## config.mk

```make
export PLATFORM = sky130hd
export DESIGN_NAME = disp_scan_ctrl
export DESIGN_NICKNAME = d
export VERILOG_FILES = /design/src/rtl/disp_pkg.sv /design/src/rtl/disp_scan_ctrl_hex7seg.sv /design/src/rtl/disp_scan_ctrl.sv
export SDC_FILE = /design/constraint.sdc
export NUM_CORES = 1
export LEC_CHECK = 0
export BUFFER_PORTS_ARGS = -buffer_cell sky130_fd_sc_hd__buf_4
export CAP_MARGIN = 20
export CORE_MARGIN = 2
export CORE_UTILIZATION = 53
export DETAILED_ROUTE_END_ITERATION = 7
export GPL_ROUTABILITY_DRIVEN = 0
export MAX_ROUTING_LAYER = met4
export PLACE_DENSITY = 0.76
export SYNTH_ARGS = -nofsm -noshare
export SYNTH_HDL_FRONTEND = slang
export SYNTH_SLANG_ARGS = --single-unit
```

## constraint.sdc

```tcl
create_clock -name clk -period 1.8 [get_ports clk]
set_input_delay 0.18 -clock clk [delete_from_list [all_inputs] [get_ports clk]]
set_output_delay 0.18 -clock clk [all_outputs]
set_load 0.005 [all_outputs]
```

## src/rtl/disp_pkg.sv

```systemverilog
// disp_pkg: shared definitions for the 4-digit 7-segment scan controller.
//   NUM_DIGITS      - number of multiplexed digits
//   SEG_OFF, AN_OFF - all-dark levels for the active-low segment/anode pins
//   scan_state_t    - per-slot scan state (GAP = anodes off, ON = digit lit)
//   HEX_SEG         - hex nibble to active-low {g,f,e,d,c,b,a} glyph table
//   lead_zero_mask  - digits above the most significant nonzero digit
package disp_pkg;

  localparam int NUM_DIGITS = 4;
  localparam int IDX_W      = $clog2(NUM_DIGITS);

  localparam logic [6:0] SEG_OFF = 7'h7F;
  localparam logic [3:0] AN_OFF  = 4'hF;

  typedef enum logic {
    GAP = 1'b0,
    ON  = 1'b1
  } scan_state_t;

  // Active-low glyphs, bit order {g,f,e,d,c,b,a}; A..F use the A,b,C,d,E,F shapes.
  localparam logic [6:0] HEX_SEG [16] = '{
    7'h40, 7'h79, 7'h24, 7'h30,
    7'h19, 7'h12, 7'h02, 7'h78,
    7'h00, 7'h10, 7'h08, 7'h03,
    7'h46, 7'h21, 7'h06, 7'h0E
  };

  // Bit i set when digit i is a leading zero. Digit 0 is never flagged so
  // that a zero value still shows a single "0".
  function automatic logic [3:0] lead_zero_mask(input logic [15:0] d);
    logic [3:0] m;
    m    = 4'h0;
    m[3] = (d[15:12] == 4'h0);
    m[2] = m[3] && (d[11:8] == 4'h0);
    m[1] = m[2] && (d[7:4] == 4'h0);
    return m;
  endfunction

endpackage

```

## src/rtl/disp_scan_ctrl_hex7seg.sv

```systemverilog
// hex7seg: combinational hex nibble to active-low 7-segment decoder.
//   nibble - 4-bit hex value
//   seg_n  - segments {g,f,e,d,c,b,a}, active low
module hex7seg
  import disp_pkg::*;
(
  input  logic [3:0] nibble,
  output logic [6:0] seg_n
);

  assign seg_n = HEX_SEG[nibble];

endmodule

```

## src/rtl/disp_scan_ctrl.sv

```systemverilog
// disp_scan_ctrl: time-multiplexed driver for a 4-digit common-anode
// 7-segment display with an anode-off guard gap at the start of each slot
// and tear-free frame commits.
//
// Parameters:
//   SCAN_DIV   - clock cycles per digit slot (2..65535)
//   GAP_CYCLES - all-anodes-off cycles at slot start (0 = no gap, < SCAN_DIV)
//
// Ports:
//   clk         - system clock
//   rst_n       - asynchronous active-low reset
//   load        - single-cycle strobe capturing data/blank into staging
//   data[15:0]  - four hex digits, [3:0] = digit 0 (rightmost)
//   blank[3:0]  - per-digit blank request (1 = dark)
//   seg_n[6:0]  - segments {g,f,e,d,c,b,a}, active low (registered)
//   an_n[3:0]   - digit anodes, active low (registered)
//   frame_start - one-cycle pulse in the first cycle of digit 0's slot
//   pending     - a staged frame is waiting for the next frame boundary
//
// Build option:
//   LEAD_ZERO_BLANK_EN - when defined, leading zero digits (never digit 0)
//                        are auto-blanked at commit, ORed with the blank mask.
//
// Handshake: load is a plain strobe with no back-pressure; every load is
// accepted in the cycle it is high. The last load before a commit wins.
//
// Timing: pins are registered from the current prescaler/index/state, so
// the pins trail the internal scan position by exactly one cycle. The scan
// state is held in 'state' (type scan_state_t) for probing.
module disp_scan_ctrl
  import disp_pkg::*;
#(
  parameter logic [15:0] SCAN_DIV   = 16'd50000,
  parameter logic [15:0] GAP_CYCLES = 16'd4
) (
  input  logic        clk,
  input  logic        rst_n,
  input  logic        load,
  input  logic [15:0] data,
  input  logic [3:0]  blank,
  output logic [6:0]  seg_n,
  output logic [3:0]  an_n,
  output logic        frame_start,
  output logic        pending
);

  localparam logic [IDX_W-1:0] LAST_IDX = IDX_W'(NUM_DIGITS - 1);

  logic [15:0]      presc;
  logic [15:0]      presc_nxt;
  logic [IDX_W-1:0] idx;
  scan_state_t      state;

  logic [15:0] stg_data;
  logic [3:0]  stg_blank;
  logic [15:0] act_data;
  logic [3:0]  act_blank;

  logic        slot_end;
  logic        commit;
  logic [15:0] src_data;
  logic [3:0]  src_blank;
  logic [3:0]  src_blank_eff;
  logic [3:0]  cur_nib;
  logic [6:0]  cur_seg;
  logic        lit;

  always_comb begin
    slot_end  = (presc == SCAN_DIV - 16'd1);
    presc_nxt = slot_end ? 16'd0 : presc + 16'd1;
    commit    = slot_end && (idx == LAST_IDX);

    // A load coinciding with the commit bypasses staging.
    src_data  = load ? data  : stg_data;
    src_blank = load ? blank : stg_blank;
`ifdef LEAD_ZERO_BLANK_EN
    src_blank_eff = src_blank | lead_zero_mask(src_data);
`else
    src_blank_eff = src_blank;
`endif

    cur_nib = act_data[{idx, 2'b00} +: 4];
    // With no gap configured the reset state (GAP) is already a lit slot.
    lit = ((state == ON) || (GAP_CYCLES == 16'd0)) && !act_blank[idx];
  end

  hex7seg u_hex7seg (
    .nibble (cur_nib),
    .seg_n  (cur_seg)
  );

  // Scan FSM: prescaler, digit index, slot state and registered pins.
  always_ff @(posedge clk or negedge rst_n) begin
    if (!rst_n) begin
      presc       <= 16'd0;
      idx         <= '0;
      state       <= GAP;
      seg_n       <= SEG_OFF;
      an_n        <= AN_OFF;
      frame_start <= 1'b0;
    end else begin
      presc <= presc_nxt;
      if (slot_end) idx <= idx + 1'b1;

      case (state)
        // Leave the gap so that ON coincides with prescaler == GAP_CYCLES.
        GAP:     if (presc_nxt >= GAP_CYCLES) state <= ON;
        ON:      if (slot_end && (GAP_CYCLES != 16'd0)) state <= GAP;
        default: state <= GAP;
      endcase

      frame_start <= (presc == 16'd0) && (idx == '0);
      an_n        <= lit ? ~(4'b0001 << idx) : AN_OFF;
      seg_n       <= lit ? cur_seg : SEG_OFF;
    end
  end

  // Staging and frame commit.
  always_ff @(posedge clk or negedge rst_n) begin
    if (!rst_n) begin
      stg_data  <= 16'h0000;
      stg_blank <= 4'hF;
      act_data  <= 16'h0000;
      act_blank <= 4'hF;
      pending   <= 1'b0;
    end else begin
      if (load) begin
        stg_data  <= data;
        stg_blank <= blank;
      end
      if (commit) begin
        if (load || pending) begin
          act_data  <= src_data;
          act_blank <= src_blank_eff;
        end
        pending <= 1'b0;
      end else if (load) begin
        pending <= 1'b1;
      end
    end
  end

endmodule

```

Word level (Yosys, flattened, before mapping)

Memories as Yosys holds them, arrays and structs flattened.
Cells that the tools add are included.

Word-level logic and storage cells: 47
Bits in registers: 72
ROM bits: 112
Memories kept: 1
Input port bits: 23
Output and inout port bits: 13

Equality and inequality tests: 2
Bitwise logic cells: 3
Reduce and logical (&&, ||, !) cells: 9
Shift operators: 2
Magnitude comparators: 3
$add $sub $neg: 2
Mux-type cells: 14

Memory list:

| memory           | depth | bits a word | rd ports | clocked after memory_dff | write ports | RTL line                     | source |
|---|---|---|---|---|---|---|---|
| (name not given) | 16    | 7           | 1        | 0                        | 0           | disp_scan_ctrl_hex7seg.sv:11 | `assign seg_n = HEX_SEG[nibble];` |

Operators by type and width:

| cell                                                               | count |
|---|---|
| 2-to-1 mux 16 bit                                                  | 2 |
| 2-to-1 mux 7 bit                                                   | 3 |
| adder 16 x 1 -> 16 bit, second input constant                      | 1 |
| == test 16 bit, second input constant                              | 1 |
| greater-or-equal comparator 16 x 3 -> 1 bit, second input constant | 1 |
| zero test 16 bit                                                   | 1 |
| indexed part select 16 x 5 -> 4 bit                                | 1 |
| 2-to-1 mux 4 bit                                                   | 2 |
| greater-or-equal comparator 5 bit, second input constant           | 1 |
| 2-to-1 mux 1 bit                                                   | 5 |
| inverter 4 -> 5 bit                                                | 1 |
| inverter 4 bit                                                     | 1 |
| left shift 1 x 2 -> 4 bit, first input constant                    | 1 |
| logical AND 1 bit                                                  | 3 |
| < comparator 2 x 3 -> 1 bit, second input constant                 | 1 |
| adder 2 x 1 -> 2 bit, second input constant                        | 1 |
| binary-select mux 1 bit (select 2 bit)                             | 1 |
| == test 2 bit, second input constant                               | 1 |
| zero test 2 bit                                                    | 1 |
| one-hot mux 1 bit (2 select lines)                                 | 1 |
| AND reduction 2 bit                                                | 1 |
| nonzero test 2 bit                                                 | 1 |
| zero test 1 bit                                                    | 1 |
| logical OR 1 bit                                                   | 1 |
| inverter 1 bit                                                     | 1 |

Longest topological paths before layout

Gate-level depths: netlist of the first run.

Depth in word-level cells: 6
Gate-level depth with buffers: 8

By module

Synthesis of the first run repeated with hierarchy kept, for this count alone.

Cells, all modules: 262
Area total of the unflattened synthesis: 3,513.4 um^2

By module, submodules not included:

| module         | sequential area each (um^2) | cells each | area each (um^2) | instances |
|---|---|---|---|---|
| disp_scan_ctrl | 1,825.5                     | 231        | 3,250.6          | 1 |
| hex7seg        | 0.0                         | 31         | 262.8            | 1 |

Worst setup path after synthesis of the first run

Ideal clock, no wire load.

Path type: register to register
From: register presc[0]
To: register act_data[0]
Stages on the path, launching flop included: 7
Period minus slack after synthesis: 1,932 ps
Setup slack: -132 ps
Arrival: 1,807 ps
Cell sequence: dfrtp_1 ha_1 nand3_1 nor4_4 nand3b_2 buf_6 mux2_4

Word-level cells in the longest chain between the ends: 3

RTL lines:

| what                                 | RTL line              | source |
|---|---|---|
| start, declared                      | disp_scan_ctrl.sv:49  | `logic [15:0] presc;` |
| start signal, assigned               | disp_scan_ctrl.sv:102 | `presc <= presc_nxt;` |
| == test 16 bit                       | disp_scan_ctrl.sv:69  | `slot_end = (presc == SCAN_DIV - 16'd1);` |
| logical AND 1 bit                    | disp_scan_ctrl.sv:71  | `commit = slot_end && (idx == LAST_IDX);` |
| AND reduction 2 bit (no source line) | -                     |  |
| end signal, assigned                 | disp_scan_ctrl.sv:133 | `act_data <= src_data;` |
| end, declared                        | disp_scan_ctrl.sv:56  | `logic [15:0] act_data;` |

Every way passes these cells.
A chain may end at the register's enable or synchronous reset.

Worst setup path after layout of the first run

From: register presc[4]
To: register state

Word-level cells in the longest chain between the ends: 5
Elaborated cells on any way between the ends: 7

RTL lines:

| what                                                     | RTL line                                   | source |
|---|---|---|
| adder 16 x 1 -> 16 bit or == test 16 bit (tied branches) | disp_scan_ctrl.sv:70, disp_scan_ctrl.sv:69 |  |
| 2-to-1 mux 16 bit                                        | disp_scan_ctrl.sv:70                       | `presc_nxt = slot_end ? 16'd0 : presc + 16'd1;` |
| greater-or-equal comparator 16 x 3 -> 1 bit              | disp_scan_ctrl.sv:107                      | `GAP: if (presc_nxt >= GAP_CYCLES) state <= ON;` |
| 2-to-1 mux 1 bit                                         | disp_scan_ctrl.sv:107                      |  |
| one-hot mux 1 bit (2 select lines) *                     | disp_scan_ctrl.sv:105                      | `case (state)` |
| end signal, assigned                                     | disp_scan_ctrl.sv:107                      |  |
| end signal, assigned                                     | disp_scan_ctrl.sv:108                      | `ON: if (slot_end && (GAP_CYCLES != 16'd0)) state <= GAP;` |
| end signal, assigned                                     | disp_scan_ctrl.sv:109                      | `default: state <= GAP;` |
| end, declared                                            | disp_scan_ctrl.sv:52                       | `scan_state_t state;` |

Every way passes the cells marked *; elsewhere a longest branch is shown, timed or not.

==> impl_metrics.tcl, run 1 <==
set metrics [dict create \
    start_util 0.5480 \
    grt_max_degree 31 \
    worstSetupPathType "register to register" \
    wl_um 7053 \
    setup_viol 2 \
    overflow 0 \
    fin_crit_sh 1.034 \
    clock_sinks 72 \
    synth_top_area_cell "dfrtp_1" \
    ys_seq_area_frac 0.5246 \
    r2r_setup_slack_ns -0.06 \
    fmax_mhz 537.3 \
    track_usage 0.2111 \
    hp-start "data[10]" \
    powerDensity_nw_per_um2 715.0 \
    htree_levels 3 \
    dr.first_iter.drc_count 54 \
    synth_cells 272 \
    grt_pass1_wl_um 11620 \
    worstMarginPinSlew_ns 0.3876 \
    syn-num-nets 307 \
    stdcell_count 430 \
    grt_pass1_vias 2392 \
    clk_pin_slew_ns 0.07 \
    critPathLaunchType "register" \
    finalWorstSetupSlack_ns -0.06108 \
    row_count 29 \
    cts.path.max_buffers 2 \
    min_to "stg_data[10]$_DFF_PN0_" \
    drive_above_1_share 0.5099 \
    synthArstFlopShare 1.000 \
    slew_headroom 0.7416 \
    total_power_w 0.003239 \
    io_pins 36 \
    antenna_found_initial 0 \
    finalClockSkew_ns 0.007913 \
    path_max_fanout 5 \
    vias_per_cell 5.588 \
    yosysMostFrequentCell "dfrtp_1" \
    syn_area_um2 3480 \
    ys_top_cells_by_count "dfrtp_1 (53), mux2_2 (20), mux2_4 (20), dfstp_2 (19)" \
    fin_nets 383 \
    rsz0062_at_grt "true" \
    worstReg2RegStart "presc[4]$_DFF_PN0_" \
    synth_warnings 0 \
    holdPathStages 2 \
    cts_root_buf "clkbuf_8" \
    final_cell_area_um2 4529 \
    clkLatencyLatePin_ns 0.35 \
    place_hpwl_um 4816 \
    drc 0 \
    numCtsBuffers 9 \
    placed_cell_area_um2 4123 \
    coreArea_um2 6350 \
    finalCoreUtilization 0.7133 \
    area_delta_synth_final_pct 30.17 \
    vias 2403 \
    finalHoldViolCount 0 \
    slew_viol_final 0 \
    n_antenna_cell 0 \
    synth_edf_count 0 \
    synth-main-ff-cell "dfrtp_1" \
    avgSynthCellArea_um2 12.79 \
    violations "setup timing" \
    ir_drop_mv 0.4829 \
    dp.cells 412 \
    die_x_um 85.03 \
    ys_types 45 \
    worst_ep_required_time_ns 2.03 \
    port_buffers 35 \
    ys_ff_latch 72 \
    synth_top_area_share 0.3812 \
    antenna_left 0 \
    synthTopCellsByArea "dfrtp_1 (38%), dfstp_2 (14%), mux2_4 (8.6%)" \
    hp-class "input pin to register" \
    rr_endpoint "state$_DFF_PN0_" \
    leakage_nw 2.087 \
    r2r_cells 6 \
    wl_per_cell_um 16.40 \
    die-area_um2 7229 \
    max-cap-violations 0 \
    cts_tree "done" \
    period_needed_ns 1.861 \
    status "complete, but fails checks" \
    first_pass_iters 4 \
    die_h_um 85.03 \
    critPathArrivalTime_ns 2.09 \
    critPathCaptureType "register" \
]
## state kept, by name, summed over array words and instances (netlist names)
register / cells
act_data: 16
presc: 16
stg_data: 16
seg_n: 7
act_blank: 4
an_n: 4
stg_blank: 4
idx: 2
frame_start: 1
pending: 1
state: 1
## stage by stage
stage / hold WS [ns] / setup TNS [ns] / setup slack [ns]
2_1_floorplan: -0.1156 / -1.372 / -0.07694
3_3_place_gp: 0.1316 / -0.1902 / -0.01833
3_5_place_dp: 0.1370 / -2.012 / -0.1091
4_1_cts: 0.06864 / -0.004635 / -0.004635
5_1_grt: 0.07986 / -1.259 / -0.09138
6_report: 0.08303 / -0.07580 / -0.06108
## critical path, cell delays in order, from the launching register on
cell       delay (ns)
dfrtp_1          0.40
buf_4            0.16
and3_1           0.19
and4_1           0.16
or3_1            0.32
a2111oi_2        0.38
a21oi_1          0.12
## layout make-up
| type | instances | area, um2 |
|---|---|---|
| Inverter | 11 | 46.29 |
| Clock buffer | 13 | 148.9 |
| Fill cell | 432 | 1821 |
| Tap cell | 77 | 96.34 |
| Clock inverter | 3 | 65.06 |
| Timing Repair Buffer | 78 | 629.4 |
| Multi-Input combinational cell | 176 | 1717 |
| Sequential cell | 72 | 1827 |
## cells in the final DEF (no fill, tap or decap), types with 4 or more instances in the layout
cell type / n
and4_1: 4
buf_4: 73
clkbuf_8: 10
dfrtp_1: 52
dfstp_2: 19
ha_1: 6
ha_4: 6
inv_1: 9
mux2_2: 20
mux2_4: 20
mux4_2: 5
nand2_1: 15
nand3_1: 11
nor2_1: 16
nor2b_1: 4
xnor2_1: 9
xor2_1: 7
## cells by family after synthesis
logic type | synth area share
AO/OA/AOI/OAI | 0.05106
XOR/XNOR | 0.04027
adder cells (fa/ha/maj) | 0.04315
buffers and inverters | 0.03200
flip-flops | 0.5246
multiplexers | 0.1920
AND/OR/NAND/NOR | 0.1169
## repair_timing
| item | CTS | global route |
|---|---|---|
| endpoints found under the setup margin | 28 | 29 |
| hold buffers | 1 | 0 |
| resized for setup | 9 | 25 |
| hold endpoints to repair | 21 | 0 |
| buffers inserted | 1 | 1 |
| pin swaps | 1 | 8 |
## routing by layer
metal | up-vias | global-route usage | wire [um]
li1 | 1115 | - | -
met1 | 1200 | 0.2884 | 3240
met2 | 72 | 0.3054 | 3327
met3 | 16 | 0.04864 | 323
met4 | 0 | 0.08947 | 161
met5 | - | - | 0
## power by group
group / switching [W] / internal, W / leakage, nW
combinational: 0.0000717 / 0.0000796 / 1.10
clock: 0.000588 / 0.000819 / 0.108
sequential: 0.0000112 / 0.00167 / 0.875
total: 0.000671 / 0.00257 / 2.09
## worst max-delay path by stage
stage | from | cells past startpoint | slack (ns) | end
6_report | presc[4]$_DFF_PN0_ | 6 | -0.06 | state$_DFF_PN0_
5_1_grt | presc[4]$_DFF_PN0_ | 6 | -0.09 | state$_DFF_PN0_
4_1_cts | presc[13]$_DFF_PN0_ | 7 | -0.005 | act_data[8]$_DFFE_PN0P_
3_5_place_dp | presc[13]$_DFF_PN0_ | 7 | -0.11 | act_data[8]$_DFFE_PN0P_
3_3_place_gp | presc[13]$_DFF_PN0_ | 7 | -0.02 | act_data[14]$_DFFE_PN0P_
2_1_floorplan | presc[4]$_DFF_PN0_ | 6 | -0.08 | act_data[0]$_DFFE_PN0P_
(Power assumes the default switching activity.)
==> run 2, diff against run 1 <==
ABC_AREA = 1   (was unset)
SLEW_MARGIN = 20   (was unset)
==> run 2 against run 1 <==
Net effect: the flow now finishes without violations; core utilization down 4.0 points; sequential power about the same; wire length up 2.5%; largest cell class unchanged; largest power group unchanged.
==> impl_metrics.tcl, run 2 <==
set metrics [dict create \
    drc 0 \
    hp-class "input pin to register" \
    crit_path_top_delay_cell "dfrtp_1" \
    synth_top_area_share 0.3695 \
    cts_tree "done" \
    synth-main-ff-cell "dfrtp_1" \
    synth_cells 405 \
    worst-path-buf-inv 2 \
    syn-num-nets 440 \
    synthArstFlopShare 1.000 \
    grt_pass1_vias 2727 \
    reg_top3 "act_data x16, presc x16, stg_data x16" \
    finalCoreUtilization 0.6736 \
    stdcell_count 545 \
    row_count 29 \
    overflow 0 \
    place_hpwl_um 5291 \
    critPathLaunchType "register" \
    grt_max_degree 39 \
    clkLatencyLatePin_ns 0.35 \
    slew_headroom 0.5979 \
    coreArea_um2 6459 \
    grt_pass1_wl_um 12540 \
    die_x_um 86.30 \
    synth_warnings 0 \
    vias_per_cell 5.062 \
    ys_top_cells_by_count "nand2_1 (144), dfrtp_1 (53), inv_1 (42), nand3_1 (29), nor2_1 (27)" \
    antenna_left 0 \
    synth_edf_count 0 \
    drive_above_1_share 0.3034 \
    dr.first_iter.drc_count 132 \
    clock_sinks 72 \
    first_pass_iters 4 \
    finalClockSkew_ns 0.008274 \
    slowest_delay_ns 0.43 \
    final_common_cell "nand2_1" \
    path_max_fanout 20 \
    die_h_um 86.30 \
    area_delta_synth_final_pct 21.19 \
    max-cap-violations 0 \
    yosysMostFrequentCell "nand2_1" \
    die-area_um2 7448 \
    slew_viol_final 0 \
    crit_family "simple AND/OR/NAND/NOR gates" \
    wl_per_cell_um 13.27 \
    final_cell_mix "nand2_1 (138), buf_4 (52), dfrtp_1 (48), inv_1 (39), nand3_1 (29)" \
    syn_area_um2 3590 \
    ys_types 32 \
    critPathCaptureType "register" \
    synth_top_area_cell "dfrtp_1" \
    fmax_mhz 575.8 \
    start_util 0.5558 \
    numCtsBuffers 9 \
    dp_slack_ns -0.04649 \
    clk_pin_slew_ns 0.08 \
    cts_root_buf "clkbuf_8" \
    synthTopCellsByArea "dfrtp_1 (37%), nand2_1 (15%), dfstp_2 (14%)" \
    cts.path.max_buffers 2 \
    status "completed" \
    worstSetupPathType "register to register" \
    ir_drop_mv 0.8329 \
    vias 2759 \
    wl_um 7230 \
    io_pins 36 \
    n_antenna_cell 0 \
    htree_levels 3 \
    worst_ep_required_time_ns 2.04 \
    finalHoldViolCount 0 \
    crit_chain "ha_4 > nand3_2 > nor2_4 > nand2_4 > inv_6 > nand3_4 > buf_12 > mux2_4" \
    critPathArrivalTime_ns 1.98 \
    finalWorstSetupSlack_ns 0.06335 \
    period_needed_ns 1.737 \
    worstMarginPinSlew_ns 0.6024 \
    ys_seq_area_frac 0.5085 \
    track_usage 0.2235 \
    dp.cells 522 \
    total_power_w 0.003228 \
    setup_viol 0 \
    leakage_nw 2.307 \
    fin_crit_sh 0.9648 \
    fin_nets 498 \
    avgSynthCellArea_um2 8.863 \
    powerDensity_nw_per_um2 741.9 \
    port_buffers 35 \
    antenna_found_initial 0 \
    ys_ff_latch 72 \
]
run 2: cell count changes after synthesis, moves of 5 or more:
| cell | delta |
|---|---|
| xor2_1 | -6 |
| mux2_2 | -20 |
| nand2_1 | +128 |
| nor2_1 | +11 |
| nor2b_1 | -5 |
| xnor2_1 | -8 |
| mux4_2 | -5 |
| o21ai_0 | +10 |
| nand3_1 | +16 |
| inv_1 | +32 |
run 2: worst paths after layout:
check	startpoint	end	slack, ns	depth (start not counted)
min	data[4]	stg_data[4]$_DFF_PN0_	0.05	3
min in group asynchronous	rst_n	frame_start$_DFF_PN0_	0.33	2
min reg2reg	stg_data[4]$_DFF_PN0_	stg_data[4]$_DFF_PN0_	0.47	2
max in group asynchronous	rst_n	stg_blank[2]$_DFF_PN1_	0.85	3
max reg2reg	presc[0]$_DFF_PN0_	act_data[13]$_DFFE_PN0P_	0.06	8
max	presc[0]$_DFF_PN0_	act_data[13]$_DFFE_PN0P_	0.06	8
run 2: tightest hold or removal path, cell delays in order:
cell,delay (ns)
buf_4,0.07
nand2_1,0.04
nand2_1,0.07
run 2: routing by layer:
metal / GRT usage / part of all wire
met4: 0.09801 / 0.026
met3: 0.05524 / 0.049
met5: - / 0
met1: 0.2845 / 0.45
met2: 0.3418 / 0.48
run 2: metrics by stage:
step / hold WS [ns] / instance area [um2] / TNS, ns
floorplan: -0.1156 / 3590 / 0
global placement: 0.1741 / 4024 / 0
detailed placement: 0.1817 / 4024 / -0.05449
CTS: 0.03631 / 4259 / 0
global route: 0.05060 / 4350 / -0.02034
finish: 0.05398 / 4350 / 0
run 2: kinds of logic after synthesis:
group | share of synthesized area
flops | 0.5085
mux | 0.08365
simple gates | 0.2586
compound gates | 0.03764
xor+xnor | 0.004881
fa+ha+maj | 0.04183
buf+inv | 0.06483
run 2: cell type report:
cell class,instances,area [um2]
flip-flops and latches,72,1832
fillers,520,2108
well taps,77,96.34
clock buffers,9,123.9
multi-input cells,277,1577
clock inverters,7,96.34
inverters,48,185.2
repair buffers,55,440.4
run 2: repair_timing:
action / 4_1_cts / 5_1_grt
resized for setup: 3 / 23
pin swaps: 0 / 2
setup buffers: 0 / 6
hold endpoints to repair: 31 / 0
hold buffers: 1 / 0
setup endpoints to repair: 3 / 32
run 2: report_power, final:
group | internal (W) | switching [W]
clock | 0.000779 | 0.000630
combinational | 0.0000586 | 0.0000850
sequential | 0.00166 | 0.0000120
total | 0.00250 | 0.000727
==> run 3, diff against run 2 <==
CORE_UTILIZATION = 45   (was 53)
PLACE_DENSITY = 0.66   (was 0.76)
==> run 3 against run 2 <==
Net effect: final cell count is 5.5% higher; critical path depth unchanged; core utilization is 9.9 points lower; clock skew rose by 0.0027 ns; clock power rose by 4%; sequential share of layout area decreased by 0.88 points.
==> impl_metrics.tcl, run 3 (synthesis gave the netlist of run 2 again) <==
set metrics [dict create \
    status "completed" \
    coreArea_um2 7727 \
    drc 0 \
    antenna_found_initial 0 \
    stdcell_count 575 \
    cts_tree "done" \
    dr.first_iter.drc_count 116 \
    n_antenna_cell 0 \
    period_needed_ns 1.743 \
    hp-start "data[2]" \
    slew_viol_final 0 \
    antenna_left 0 \
    finalCoreUtilization 0.5750 \
    finalClockSkew_ns 0.01096 \
    clk_pin_slew_ns 0.07 \
    wl_per_cell_um 12.97 \
    grt_pass1_wl_um 12670 \
    fin_crit_sh 0.9686 \
    final_common_cell "nand2_1" \
    area_delta_synth_final_pct 23.77 \
    setup_viol 0 \
    grt_max_degree 42 \
    reg_top3 "act_data x16, presc x16, stg_data x16" \
    wl_met3_um 337 \
    worstReg2RegStart "presc[4]$_DFF_PN0_" \
    wl_met2_um 3512 \
    worstMarginPinSlew_ns 0.6000 \
    io_pins 36 \
    top_layer_used "met4" \
    final_cell_mix "nand2_1 (140), buf_4 (57), dfrtp_1 (48), inv_1 (40), nand3_1 (29)" \
    wl_um 7458 \
    min_to "stg_data[2]$_DFF_PN0_" \
    holdPathStages 3 \
    die-area_um2 8708 \
    start_util 0.4645 \
    place_hpwl_um 5332 \
    overflow 0 \
    max-cap-violations 0 \
    r2r_setup_slack_ns 0.06 \
    fmax_mhz 573.6 \
    fin_nets 503 \
    wl_met1_um 3498 \
    slowest_delay_ns 0.44 \
    vias_per_cell 4.776 \
    worst_ep_required_time_ns 2.03 \
    vias 2746 \
    critPathLaunchType "register" \
    slew_headroom 0.5996 \
    first_pass_iters 4 \
    row_count 32 \
    crit_chain "nor2_1 > nand2_1 > nor2_4 > nand2_4 > inv_6 > nand3_4 > buf_4 > mux2_4" \
    ir_drop_mv 0.5183 \
    numCtsBuffers 9 \
    hp-class "input pin to register" \
    clock_sinks 72 \
    htree_levels 3 \
    drive_above_1_share 0.3023 \
    grt_pass1_vias 2661 \
    cts.path.max_buffers 2 \
    finalHoldViolCount 0 \
    crit_path_top_delay_cell "dfrtp_2" \
    path_max_fanout 5 \
    worstSetupPathType "register to register" \
    powerDensity_nw_per_um2 737.8 \
    port_buffers 35 \
    cts_root_buf "clkbuf_8" \
    rr_endpoint "act_data[10]$_DFFE_PN0P_" \
    track_usage 0.1937 \
    die_h_um 93.32 \
    critPathArrivalTime_ns 1.97 \
    die_x_um 93.32 \
    critPathCaptureType "register" \
    leakage_nw 2.341 \
    total_power_w 0.003278 \
    r2r_cells 8 \
    clkLatencyLatePin_ns 0.35 \
    dp.cells 548 \
]
-- run 3: cell count changes in the layout (fill, tap and decap cells not counted), moves of 2 or more --
cell        delta
nand2_1        +2
buf_4          +5
clkbuf_1       +2
clkbuf_8       +3
nand2_2        -3
clkinvlp_4     -3
-- run 3: where the power goes --
| group | total, W | switching (W) | internal (W) |
|---|---|---|---|
| registers | 0.00167 | 0.0000108 | 0.00166 |
| logic | 0.000143 | 0.0000871 | 0.0000559 |
| clock network | 0.00146 | 0.000565 | 0.000896 |
| total | 0.00328 | 0.000662 | 0.00262 |
-- run 3: worst max-delay path by stage --
stage	startpoint	endpoint	slack (ns)	cells after the start
5_1_grt	idx[0]$_DFFE_PN0N_	seg_n[0]$_DFF_PN1_	-0.02	10
3_5_place_dp	presc[0]$_DFF_PN0_	state$_DFF_PN0_	-0.05	10
3_3_place_gp	presc[0]$_DFF_PN0_	state$_DFF_PN0_	0.007	10
4_1_cts	idx[0]$_DFFE_PN0N_	seg_n[0]$_DFF_PN1_	0.02	10
2_1_floorplan	presc[0]$_DFF_PN0_	act_data[0]$_DFFE_PN0P_	0.16	8
6_report	presc[4]$_DFF_PN0_	act_data[10]$_DFFE_PN0P_	0.06	8
-- run 3: stage by stage --
| step | setup TNS (ns) | hold slack [ns] | instance area, um2 | setup slack [ns] |
|---|---|---|---|---|
| after detailed placement | -0.1809 | 0.1492 | 4063 | -0.04526 |
| final | 0 | 0.05764 | 4443 | 0.05658 |
| after global placement | 0 | 0.1492 | 4063 | 0.007035 |
| after CTS | 0 | 0.04395 | 4322 | 0.01508 |
| after global routing | -0.03331 | 0.03856 | 4443 | -0.01537 |
| after floorplan | 0 | -0.1156 | 3590 | 0.1561 |
-- run 3: per-layer routing --
| metal | global-route usage | up-vias |
|---|---|---|
| li1 | - | 1416 |
| met1 | 0.2570 | 1261 |
| met2 | 0.2884 | 57 |
| met3 | 0.05802 | 12 |
| met4 | 0.05882 | 0 |
| met5 | - | - |
-- run 3: cell type report --
| cell class | count | area [um2] |
|---|---|---|
| Tap cell | 102 | 127.6 |
| Timing Repair Buffer | 60 | 478.0 |
| Inverter | 48 | 185.2 |
| Multi-Input combinational cell | 277 | 1588 |
| Clock inverter | 2 | 60.06 |
| Clock buffer | 14 | 172.7 |
| Fill cell | 677 | 3284 |
| Sequential cell | 72 | 1832 |
-- run 3: worst max-delay path: cells and delay by family (launching register included) --
| family | cells | cell delay, ns |
|---|---|---|
| DFF | 1 | 0.44 |
| buffers and inverters | 2 | 0.25 |
| muxes | 1 | 0.30 |
| and+or+nand+nor | 5 | 0.62 |
-- run 3: timing repair --
| action | CTS | global route |
|---|---|---|
| cloned | 0 | 0 |
| pin swaps | 0 | 3 |
| hold buffers | 1 | 0 |
| setup buffers | 1 | 9 |
| setup endpoints to repair | 17 | 24 |
| hold endpoints to repair | 20 | 0 |
| resized for setup | 3 | 21 |
